===== config.mk =====
export PLATFORM = sky130hd
export DESIGN_NAME = ship_sprite_fetch
export DESIGN_NICKNAME = d
export VERILOG_FILES = /design/src/rtl/ship_pkg.sv /design/src/rtl/ship_anim_fsm.sv /design/src/rtl/ship_sprite_fetch.sv
export SDC_FILE = /design/constraint.sdc
export NUM_CORES = 1
export LEC_CHECK = 0
export CAP_MARGIN = 0
export CELL_PAD_IN_SITES_DETAIL_PLACEMENT = 0
export CELL_PAD_IN_SITES_GLOBAL_PLACEMENT = 1
export CORE_UTILIZATION = 37
export DETAILED_ROUTE_END_ITERATION = 10
export DONT_BUFFER_PORTS = 1
export PLACE_DENSITY_LB_ADDON = 0.1
export RECOVER_POWER = 100
export REMOVE_ABC_BUFFERS = 1
export SYNTH_ARGS = -nofsm -noshare
export SYNTH_HDL_FRONTEND = slang
export SYNTH_SLANG_ARGS = --single-unit

===== constraint.sdc =====
create_clock -name Clk -period 3.75 [get_ports Clk]
set_clock_uncertainty 0.2 [all_clocks]
set_input_delay 0.75 -clock Clk [delete_from_list [all_inputs] [get_ports Clk]]
set_output_delay 0.75 -clock Clk [all_outputs]
set_load 0.01 [all_outputs]

===== src/rtl/ship_pkg.sv =====
// ship_pkg: shared types and defaults for the ship sprite read path.
// Provides anim_state_t (3-bit animation state), frame_sel_t (ROM frame select),
// sprite size / attack length defaults and the movement-rule helper.
package ship_pkg;
  typedef enum logic [2:0] {
    ST_IDLE       = 3'd0,
    ST_MOVE_LEFT  = 3'd1,
    ST_MOVE_RIGHT = 3'd2,
    ST_ATTACK     = 3'd3,
    ST_DEAD       = 3'd4
  } anim_state_t;
  // The frame chosen from the ROM is exactly the animation state.
  typedef anim_state_t frame_sel_t;
  localparam int DEF_SPRITE_W      = 80;
  localparam int DEF_SPRITE_H      = 80;
  localparam int DEF_ATTACK_FRAMES = 12;
  function automatic anim_state_t move_state(input logic left, input logic right);
    return (left && !right) ? ST_MOVE_LEFT : (right && !left) ? ST_MOVE_RIGHT : ST_IDLE;
  endfunction
endpackage


===== src/rtl/ship_anim_fsm.sv =====
// ship_anim_fsm: ship animation state machine, advanced only on frame strobes.
// Ports: Clk, Reset (async, active-high), frame_clk_rise (update strobe),
// move_left/move_right/attack_req/hit (levels sampled on strobe),
// anim_state (current state), attack_busy (high in ATTACK).
module ship_anim_fsm
  import ship_pkg::*;
#(
  parameter int ATTACK_FRAMES = DEF_ATTACK_FRAMES
) (
  input  logic        Clk,
  input  logic        Reset,
  input  logic        frame_clk_rise,
  input  logic        move_left,
  input  logic        move_right,
  input  logic        attack_req,
  input  logic        hit,
  output anim_state_t anim_state,
  output logic        attack_busy
);
  localparam int CW = (ATTACK_FRAMES > 1) ? $clog2(ATTACK_FRAMES) : 1;
  anim_state_t st_n;
  logic [CW-1:0] cnt, cnt_n;
  always_ff @(posedge Clk or posedge Reset) begin
    if (Reset) begin
      anim_state <= ST_IDLE;
      cnt        <= '0;
    end else begin
      anim_state <= st_n;
      cnt        <= cnt_n;
    end
  end
  // hit dominates; DEAD only leaves via Reset; ATTACK cannot be retriggered.
  always_comb begin
    st_n  = anim_state;
    cnt_n = cnt;
    if (frame_clk_rise) begin
      if (hit)
        st_n = ST_DEAD;
      else if (anim_state == ST_ATTACK) begin
        if (cnt == '0)
          st_n = move_state(move_left, move_right);
        else
          cnt_n = cnt - 1'b1;
      end else if (anim_state != ST_DEAD) begin
        if (attack_req) begin
          st_n  = ST_ATTACK;
          cnt_n = CW'(ATTACK_FRAMES - 1);
        end else
          st_n = move_state(move_left, move_right);
      end
    end
  end
  assign attack_busy = anim_state == ST_ATTACK;
endmodule


===== src/rtl/ship_sprite_fetch.sv =====
// ship_sprite_fetch: scan position -> sprite ROM address, frame select and palette index.
// Ports: Clk, Reset (async, active-high), frame_clk_rise, DrawX/DrawY (scan pixel),
// ShipX/ShipY (sprite top-left), move_left/move_right/attack_req/hit (animation inputs),
// read_address (ROM address), data_11..data_15 (ROM frames idle/left/right/attack/dead),
// pixel_on/pixel_index (3-cycle latency), anim_state, attack_busy.
module ship_sprite_fetch
  import ship_pkg::*;
#(
  parameter int SPRITE_W      = DEF_SPRITE_W,
  parameter int SPRITE_H      = DEF_SPRITE_H,
  parameter int ATTACK_FRAMES = DEF_ATTACK_FRAMES
) (
  input  logic        Clk,
  input  logic        Reset,
  input  logic        frame_clk_rise,
  input  logic [9:0]  DrawX,
  input  logic [9:0]  DrawY,
  input  logic [9:0]  ShipX,
  input  logic [9:0]  ShipY,
  input  logic        move_left,
  input  logic        move_right,
  input  logic        attack_req,
  input  logic        hit,
  output logic [18:0] read_address,
  input  logic [3:0]  data_11,
  input  logic [3:0]  data_12,
  input  logic [3:0]  data_13,
  input  logic [3:0]  data_14,
  input  logic [3:0]  data_15,
  output logic        pixel_on,
  output logic [3:0]  pixel_index,
  output logic [2:0]  anim_state,
  output logic        attack_busy
);
  anim_state_t state;
  frame_sel_t sel_d1, sel_d2;
  logic in_box, in_box_d1, in_box_d2;
  logic [10:0] dx, dy, sx, sy;
  logic [12:0] rx, ry, addr;
  logic [3:0] rom_pix;
  ship_anim_fsm #(.ATTACK_FRAMES(ATTACK_FRAMES)) u_fsm (
    .Clk            (Clk),
    .Reset          (Reset),
    .frame_clk_rise (frame_clk_rise),
    .move_left      (move_left),
    .move_right     (move_right),
    .attack_req     (attack_req),
    .hit            (hit),
    .anim_state     (state),
    .attack_busy    (attack_busy)
  );
  assign anim_state = state;
  // 11-bit compare so a sprite hanging off the right/bottom edge never wraps.
  assign dx = {1'b0, DrawX};
  assign dy = {1'b0, DrawY};
  assign sx = {1'b0, ShipX};
  assign sy = {1'b0, ShipY};
  assign in_box = dx >= sx && dx < sx + 11'(SPRITE_W) && dy >= sy && dy < sy + 11'(SPRITE_H);
  assign rx = 13'(dx - sx);
  assign ry = 13'(dy - sy);
  assign addr = !in_box ? '0 :
                (SPRITE_W == 80) ? (ry << 6) + (ry << 4) + rx : ry * 13'(SPRITE_W) + rx;
  always_comb
    rom_pix = (sel_d2 == ST_IDLE)       ? data_11 :
              (sel_d2 == ST_MOVE_LEFT)  ? data_12 :
              (sel_d2 == ST_MOVE_RIGHT) ? data_13 :
              (sel_d2 == ST_ATTACK)     ? data_14 : data_15;
  // The frame select rides with the address so a mid-line state change never mixes frames.
  always_ff @(posedge Clk or posedge Reset) begin
    if (Reset) begin
      read_address <= '0;
      in_box_d1    <= 1'b0;
      in_box_d2    <= 1'b0;
      sel_d1       <= ST_IDLE;
      sel_d2       <= ST_IDLE;
      pixel_on     <= 1'b0;
      pixel_index  <= '0;
    end else begin
      read_address <= {6'd0, addr};
      in_box_d1    <= in_box;
      sel_d1       <= state;
      in_box_d2    <= in_box_d1;
      sel_d2       <= sel_d1;
      pixel_on     <= in_box_d2 && rom_pix != 4'd0;
      pixel_index  <= in_box_d2 ? rom_pix : 4'd0;
    end
  end
endmodule


Word level (Yosys, flattened, before mapping)
Index checks and enable logic that the tools add are counted.
- register bits after elaboration: 33
- word-level logic and storage cells: 61
- add/subtract/negate cells: 7
- $lt $le $gt $ge: 4
- equal/unequal tests: 7
- mux-type cells: 17
- bitwise operators: 1
- reduce and logical (&&, ||, !) cells: 16
- operators by type and width (kind ; number):
    two-way mux 4 bit ; 9
    adder 13 bit ; 2
    adder 10 x 7 -> 11 bit, second input constant ; 2
    < comparator 10 x 11 -> 1 bit ; 2
    greater-or-equal comparator 10 bit ; 2
    two-way mux 3 bit ; 6
    two-way mux 13 bit ; 1
    subtractor 10 x 10 -> 11 bit ; 1
    == test 3 x 2 -> 1 bit, second input constant ; 3
    subtractor 9 bit ; 1
    logical AND 1 bit ; 6
    AND reduction 5 bit ; 1
    zero test 4 bit ; 1
    nonzero test 2 bit ; 2
    nonzero test 4 bit ; 1
    subtractor 4 x 1 -> 4 bit, second input constant ; 1
    == test 3 x 1 -> 1 bit, second input constant ; 1
    zero test 3 bit ; 1
    inequality test 3 x 2 -> 1 bit, second input constant ; 1
    inequality test 3 bit, second input constant ; 1
    AND reduction 3 bit ; 1
    nonzero test 3 bit ; 1
    zero test 1 bit ; 2
    two-way mux 2 bit ; 1
    2 further kinds ; 2

Longest topological paths before layout
Gate-level depths: netlist of the first run.
- depth in word-level cells: 8
- gate-level depth with buffers: 20
- depth with buffers taken out: 20

By module
A second synthesis of the first run with hierarchy kept.
- cells, all modules: 370
- area, all modules: 3261.9 µm²
- by module, submodules not included (module ; times used ; cells each ; area an instance (µm²) ; seq. area each (µm²)):
    ship_sprite_fetch ; 1 ; 319 ; 2806.4 ; 650.6
    ship_anim_fsm ; 1 ; 51 ; 455.4 ; 175.2

Worst setup path after synthesis of the first run
No wires, ideal clock.
- kind: input -> register
- start: input port DrawX[0]
- end: register read_address[12]
- library setup time: 0.119 ns
- arrival: 4.440 ns
- required time: 3.431 ns
- path slack: -1.009 ns
- cell stages on the path: 20
- cells stage by stage: inv_1 -> ha_1 -> inv_1 -> fa_1 -> a21o_1 -> a21oi_1 -> nor2b_1 -> o21a_1 -> nor2_1 -> o21ai_0 -> xnor2_1 -> fa_1 -> inv_1 -> ha_1 -> nand3_1 -> o211ai_1 -> o41ai_1 -> xnor3_1 -> xnor2_1 -> and2_1
- word-level cells in the longest chain between the ends: 5
- RTL lines (element ; RTL line ; source):
    start: declaration ; ship_sprite_fetch.sv:16 ; input logic [9:0] DrawX,
    branches (longest 4 deep; another with adder 13 bit) ; n/a ;
    two-way mux 13 bit * ; ship_sprite_fetch.sv:61 ; assign addr = !in_box ? '0 :
    via addr[12] ; ship_sprite_fetch.sv:39 ; logic [12:0] rx, ry, addr;
    end signal: assignment ; ship_sprite_fetch.sv:79 ; read_address <= {6'd0, addr};
    end: declaration ; ship_sprite_fetch.sv:24 ; output logic [18:0] read_address,
Mark *: on every way through the listed nets, which the timed path passes.
A chain may end at the register's enable or synchronous reset.

Worst setup path after layout of the first run
- start: input port DrawX[0]
- end: register read_address[11]
The elaborated chain is that of the path after synthesis.

==> metrics, run 1 <==
status finished with violations; violated checks max-capacitance violations, max-slew violations, negative setup slack; Pwr Density 449 nW/um^2; total power draw 1.82 mW; Synth top area share 0.255; crit path DAT 4.02 ns; CTS buffer count 5; area of the multi-input gates 2310 sq um; Post-synth ARST share 1.00; DRT iter0 DRCs 34; GRT met3 Usage 0.0231; Worst-Margin Slew 1.69 ns; most common library cell in the layout ignoring fill and taps buf_4; Clock Latency Late Sink 0.27 ns; compound-gate portion of the synthesized area 0.198; startpoint types input pin; Yosys top cell by area dfrtp_1; Crit. End Element register; clock sink total 33; Hold Path Cell Cnt 0; CTS Root Cell clkbuf_8; worst-path fanout max 2; Area Overhead vs Synth 24.8%; io pins 95; cells on worst reg2reg path 7; worst r2r src u_fsm.anim_state[2]; R2R setup slack 1.40 ns; Vias 2639; GP Congestion 0.765; most used routing layer met2; max-slew violations 34; cells after synthesis 358; routed len/inst 13.0 um; WP data required 3.67 ns; hold path start sel_d1[1]; Place WS -1.14 ns; Worst R2R End u_fsm.cnt[3]; final hold vios 0; slew margin rel. -0.127; WHS Endpoint sel_d2[1]; nets@finish 546; post-synthesis cell type count 53; initial antenna violation count 0; vias in the first global route 2637; number of synthesized register bits 33; fillcell total 801; largest family of logic cells by synthesized area adder cells; total number of yosys warnings 0; H-tree lvl count 2; Post-route DRC 0; Starting Density 0.389; core footprint 8340 sq um; Pre-antenna DRT Iters 6; sequential share of the synthesized area 0.255; unrepaired setup endpoints after global routing true; fin crit share 1.09; Post-Layout Cell Count 531; LEAKAGE 2.01 nW; CTS tree built; Antenna Cells 0; WL final 6890 um; Via density 4.97; # hold bufs at CTS 0; most frequent cells in the layout 60 x buf_4, 42 x inv_1, 41 x ha_1; chip height 95.6 um; Synth Cell Area 3240 sq um; EDFF count, synth 0; DP HPWL 5840 um; critical path class in -> reg; Port Buffer Count 0; top_reg_cell synth dfrtp_1; Post-Synth Adder-Cell Area 0.229; VDD IR max 0.154 mV; grt total ovfl 0; layout cells sized above 1 0.239; post-route minimum period 4.09 ns; Row Count 33; max_cap viols 1; Die W 95.6 um; Synth Area in XOR/XNOR 0.0825; syn avg cell area 9.06 sq um; CTS max path bufs 2; Worst-path clk slew 0.06 ns; # placed instances 521; Worst Hold Class reg -> reg; final setup TNS -1.05 ns; top cells by area, synth dfrtp_1 25%, ha_1 17%, fa_1 5.6%, inv_1 5.3%, xnor2_1 4.6%; GRT Resource Usage Total 0.156; antenna-violating nets left 0; grt met2 use 0.286; fin util 0.486; mux cell area share after synthesis 0.0247; Final WS setup -0.344 ns; die area 9150 sq um; Setup Viol. Count Final 4; largest net degree at the start of global routing 34; first-pass GRT wire length 11400 um; fraction of the mapped netlist area in simple logic gates 0.139; met1 GRT Util 0.191; register area 826 sq um; fmax 244 MHz
-- area by class of cell --
| class | instances | share of cell area |
|---|---|---|
| multi-input combinational | 275 | 0.571 |
| sequential | 33 | 0.204 |
| inverter | 47 | 0.0500 |
| clock inverter | 1 | 0.00124 |
| clock buffer | 7 | 0.0238 |
| tap | 105 | 0.0324 |
| timing repair buffer | 63 | 0.118 |
-- worst max-delay path by stage --
stage                  start  cells after the start  slack, ns                to
floorplan           DrawX[0]                     20      -1.01  read_address[12]
global route        DrawX[0]                     21      -0.52  read_address[11]
CTS                 DrawX[0]                     21      -0.41  read_address[11]
finish              DrawX[0]                     21      -0.34  read_address[11]
detailed placement  DrawX[0]                     20      -1.14  read_address[12]
global placement    DrawX[0]                     20      -1.07  read_address[12]
-- synth_stat cells (3+ instances only) --
cell type  count
o21a_1         3
inv_1         46
a211o_1        5
mux2i_1        8
nor4_1         4
a211oi_1       4
buf_4          6
xnor2_1       17
o21ai_1        3
o21ai_0       15
a21o_1         8
fa_1           9
xor2_1        11
nand3_1        5
nor3_1         5
a21oi_2        3
and2_1        11
ha_1          45
a22o_1         3
dfrtp_1       33
nand2b_1       7
nand2_1       14
a21oi_1       25
nor2_1        30
nor2b_1        3
-- flip-flops by register name (all words and copies together) (netlist names) --
signal            flops
sel_d2                3
in_box_d2             1
pixel_on              1
u_fsm.cnt             4
u_fsm.anim_state      3
pixel_index           4
in_box_d1             1
sel_d1                3
read_address         13
-- metrics by stage --
step	cell area, sq um	hold slack (ns)
2_1_floorplan	3210	0.131
3_3_place_gp	3800	0.133
3_5_place_dp	3800	0.135
4_1_cts	4010	0.148
5_1_grt	4050	0.154
6_report	4050	0.145
-- metal layers --
| metal | vias up | share of wire |
|---|---|---|
| li1 | 1358 | - |
| met1 | 1191 | 0.46 |
| met2 | 86 | 0.47 |
| met3 | 4 | 0.063 |
| met4 | 0 | 0.0052 |
| met5 | - | 0 |
-- worst max-delay path, cell delays in order --
cell and delay, ns:
clkinv_16 0.02, ha_4 0.12, inv_2 0.03, fa_2 0.33, a21o_1 0.19, a21oi_2 0.15, nor2b_2 0.06, o21a_1 0.18
nor2_2 0.10, buf_4 0.13, xor2_2 0.06, fa_1 0.49, inv_2 0.06, buf_6 0.11, fa_2 0.38, a21o_1 0.16
a21o_1 0.16, a21o_1 0.16, a21oi_2 0.13, xor2_1 0.19, nor4_1 0.06
-- logic make-up after synthesis --
logic type | after synthesis
AOI/OAI and AO/OA | 89
xor gates and xnor gates | 29
adders and majority gates | 54
buffers and inverters | 55
DFF | 33
muxes | 8
other | 1
and+or+nand+nor | 89
-- power breakdown --
| part | switching, mW | internal [mW] | total [mW] |
|---|---|---|---|
| combinational | 0.498 | 0.595 | 1.09 |
| sequential | 0.0459 | 0.399 | 0.445 |
| clock | 0.115 | 0.166 | 0.281 |
-- what timing repair did --
item                                   in CTS  in global routing
pin swaps                                  18                  8
buffers inserted                            1                  2
endpoints found under the hold margin       0                  0
setup endpoints to repair                   6                  6
resized for setup                          25                  7
Power figures use the tool's default switching activity.
==> run 2, diff against run 1 <==
--- a/config.mk
+++ b/config.mk
@@ -9,11 +9,13 @@
 export CELL_PAD_IN_SITES_DETAIL_PLACEMENT = 0
 export CELL_PAD_IN_SITES_GLOBAL_PLACEMENT = 1
 export CORE_UTILIZATION = 37
+export CTS_BUF_LIST = sky130_fd_sc_hd__clkbuf_2
 export DETAILED_ROUTE_END_ITERATION = 10
 export DONT_BUFFER_PORTS = 1
 export PLACE_DENSITY_LB_ADDON = 0.1
 export RECOVER_POWER = 100
 export REMOVE_ABC_BUFFERS = 1
+export SETUP_SLACK_MARGIN = 0.05
 export SYNTH_ARGS = -nofsm -noshare
 export SYNTH_HDL_FRONTEND = slang
 export SYNTH_SLANG_ARGS = --single-unit
==> metrics, run 2 (synthesis gave the netlist of run 1 again) <==
status finished with violations; violated checks max-capacitance violations, max-slew violations, negative setup slack; Row Count 33 (unchanged); slew margin rel. -0.131 (-0.00375); CP max-delay cell fa_1; NetSw 0.654 mW (-0.76%); Clock Latency Late Sink 0.33 ns (+0.06 ns); Setup Viol. Count Final 4 (unchanged); grt total ovfl 0 (unchanged); CTS tree built; first-pass GRT wire length 11400 um (-0.25%); Via density 4.97 (about the same); antenna-violating nets left 0 (unchanged); vias in the first global route 2637 (unchanged); core footprint 8340 sq um (unchanged); clock share of power 0.088 (-0.067); Vias 2638 (-0.038%); Pre-antenna DRT Iters 6 (unchanged); cells on worst reg2reg path 7 (unchanged); H-tree lvl count 2 (unchanged); Final WS setup -0.297 ns (+0.0471 ns); WP data required 3.75 ns (+0.08 ns); VDD IR max 0.144 mV (-6.7%); max_cap viols 1 (unchanged); Biggest register read_address; Comb pwr share 0.649 (+0.048); DP HPWL 5840 um (unchanged); layout cells sized above 1 0.235 (-0.00469); routed len/inst 13.0 um (+0.45%); Die W 95.6 um (unchanged); CTS Root Cell clkbuf_2; max-slew violations 34 (unchanged); Port Buffer Count 0 (unchanged); Hold Path Cell Cnt 0 (unchanged); final setup TNS -0.768 ns (+0.281 ns); Starting Density 0.389 (unchanged); Internal Power 1.03 mW (-11%); WL final 6920 um (+0.45%); CP Cell Sequence clkinv_16 -> ha_4 -> inv_2 -> fa_2 -> a21o_1 -> a21oi_2 -> nor2b_2 -> o21a_1 -> nor2_2 -> buf_4 -> xor2_2 -> fa_1 -> inv_2 -> buf_6 -> fa_2 -> a21o_1 -> a21o_1 -> a21o_1 -> a21oi_2 -> xor2_1 -> nor4_1; Worst setup endpoint read_address[11]; startpoint types input pin; nets@finish 546 (unchanged); Worst Hold Class reg -> reg; Pwr Density 424 nW/um^2 (-5.6%); post-route minimum period 4.05 ns (-0.0471 ns); fillcell total 812 (+1.4%); Stages on worst setup path 21 (unchanged); Crit path largest cell delay 0.49 ns (about the same); Worst R2R End u_fsm.cnt[3]; # placed instances 521 (unchanged); io pins 95 (unchanged); CP most frequent cell a21o_1; fmax 247 MHz (+1.2%); Post-Layout Cell Count 531 (unchanged); GP Congestion 0.765 (unchanged); Worst-path clk slew 0.15 ns (+0.09 ns); DRT iter0 DRCs 33 (-2.9%); R2R setup slack 1.37 ns (-0.03 ns); clock sink total 33 (unchanged); final hold vios 0 (unchanged); CTS max path bufs 2 (unchanged); Regs by FF count read_address (13), pixel_index (4), u_fsm.cnt (4); Worst-Margin Slew 1.70 ns (+0.00562 ns); CTS buffer count 5 (unchanged); # hold bufs at CTS 0 (unchanged); die area 9150 sq um (unchanged); sw frac 0.387 (+0.0247); largest net degree at the start of global routing 34 (unchanged); Crit path buffers/inverters 5 (unchanged); LEAKAGE 1.98 nW (-1.4%); register area 826 sq um (unchanged); total power draw 1.69 mW (-7.1%); max reg flops 13 (unchanged); most common library cell in the layout ignoring fill and taps buf_4; CP startpoint DrawX[0]; crit path DAT 4.05 ns (+0.03 ns); Post-route DRC 0 (unchanged); most frequent cells in the layout 60 x buf_4, 42 x inv_1, 41 x ha_1; worst r2r src u_fsm.anim_state[2]; Area Overhead vs Synth 22.9%; GRT Resource Usage Total 0.156 (unchanged); fin crit share 1.08 (-0.0126); chip height 95.6 um (unchanged); worst-path fanout max 2 (unchanged); Crit. End Element register; unrepaired setup endpoints after global routing true; critical path class in -> reg; Seq pwr share 0.262 (+0.018); area of the multi-input gates 2310 sq um (unchanged); Antenna Cells 0 (unchanged); initial antenna violation count 0 (unchanged); fin util 0.478 (-0.00765); crit-path leading delay family adder cells
[run 2: cell types whose count changed in the layout (fill, tap and decap cells not counted), sizes merged]
cell,previous run,this run
clkinv,3,5
clkbuf,8,6
[run 2: routing by layer]
layer,GRT usage,share of wire,up-vias
met4,0.0373,0.0045,0
met3,0.0255,0.060,2
met2,0.283,0.48,84
li1,-,-,1361
met1,0.192,0.46,1191
met5,0,0,-
[run 2: cell type report]
type | count | area share
Clock buffer | 5 | 0.00628
Clock inverter | 3 | 0.00314
Inverter | 47 | 0.0508
Multi-Input combinational cell | 275 | 0.580
Sequential cell | 33 | 0.207
Tap cell | 105 | 0.0330
Timing Repair Buffer | 63 | 0.120
[run 2: worst min path at each step]
stage | start | endpoint | slack, ns
CTS | Reset | in_box_d2 | 0.14
global route | in_box_d1 | in_box_d2 | 0.18
global placement | in_box_d1 | in_box_d2 | 0.13
floorplan | in_box_d1 | in_box_d2 | 0.13
finish | in_box_d1 | in_box_d2 | 0.16
detailed placement | sel_d1[1] | sel_d2[1] | 0.13
[run 2: what timing repair did]
action / in CTS / in global routing
setup buffers: 1 / 2
gates resized for setup: 23 / 9
pin swaps: 15 / 9
setup endpoints to repair: 6 / 4
[run 2: stage by stage]
stage          area, sq um  setup slack, ns  hold WS [ns]
4_1_cts               3930           -0.323         0.138
6_report              3990           -0.297         0.160
2_1_floorplan         3210            -1.01         0.131
3_3_place_gp          3800            -1.07         0.133
5_1_grt               3990           -0.403         0.175
3_5_place_dp          3800            -1.14         0.135
[run 2: power groups by stage]
stage / logic [mW] / registers (mW) / clock network (mW)
floorplan: 0.651 / 0.440 / 0
global placement: 0.980 / 0.451 / 0
detailed placement: 0.993 / 0.452 / 0
CTS: 1.06 / 0.445 / 0.158
global route: 1.23 / 0.453 / 0.176
finish: 1.10 / 0.443 / 0.149
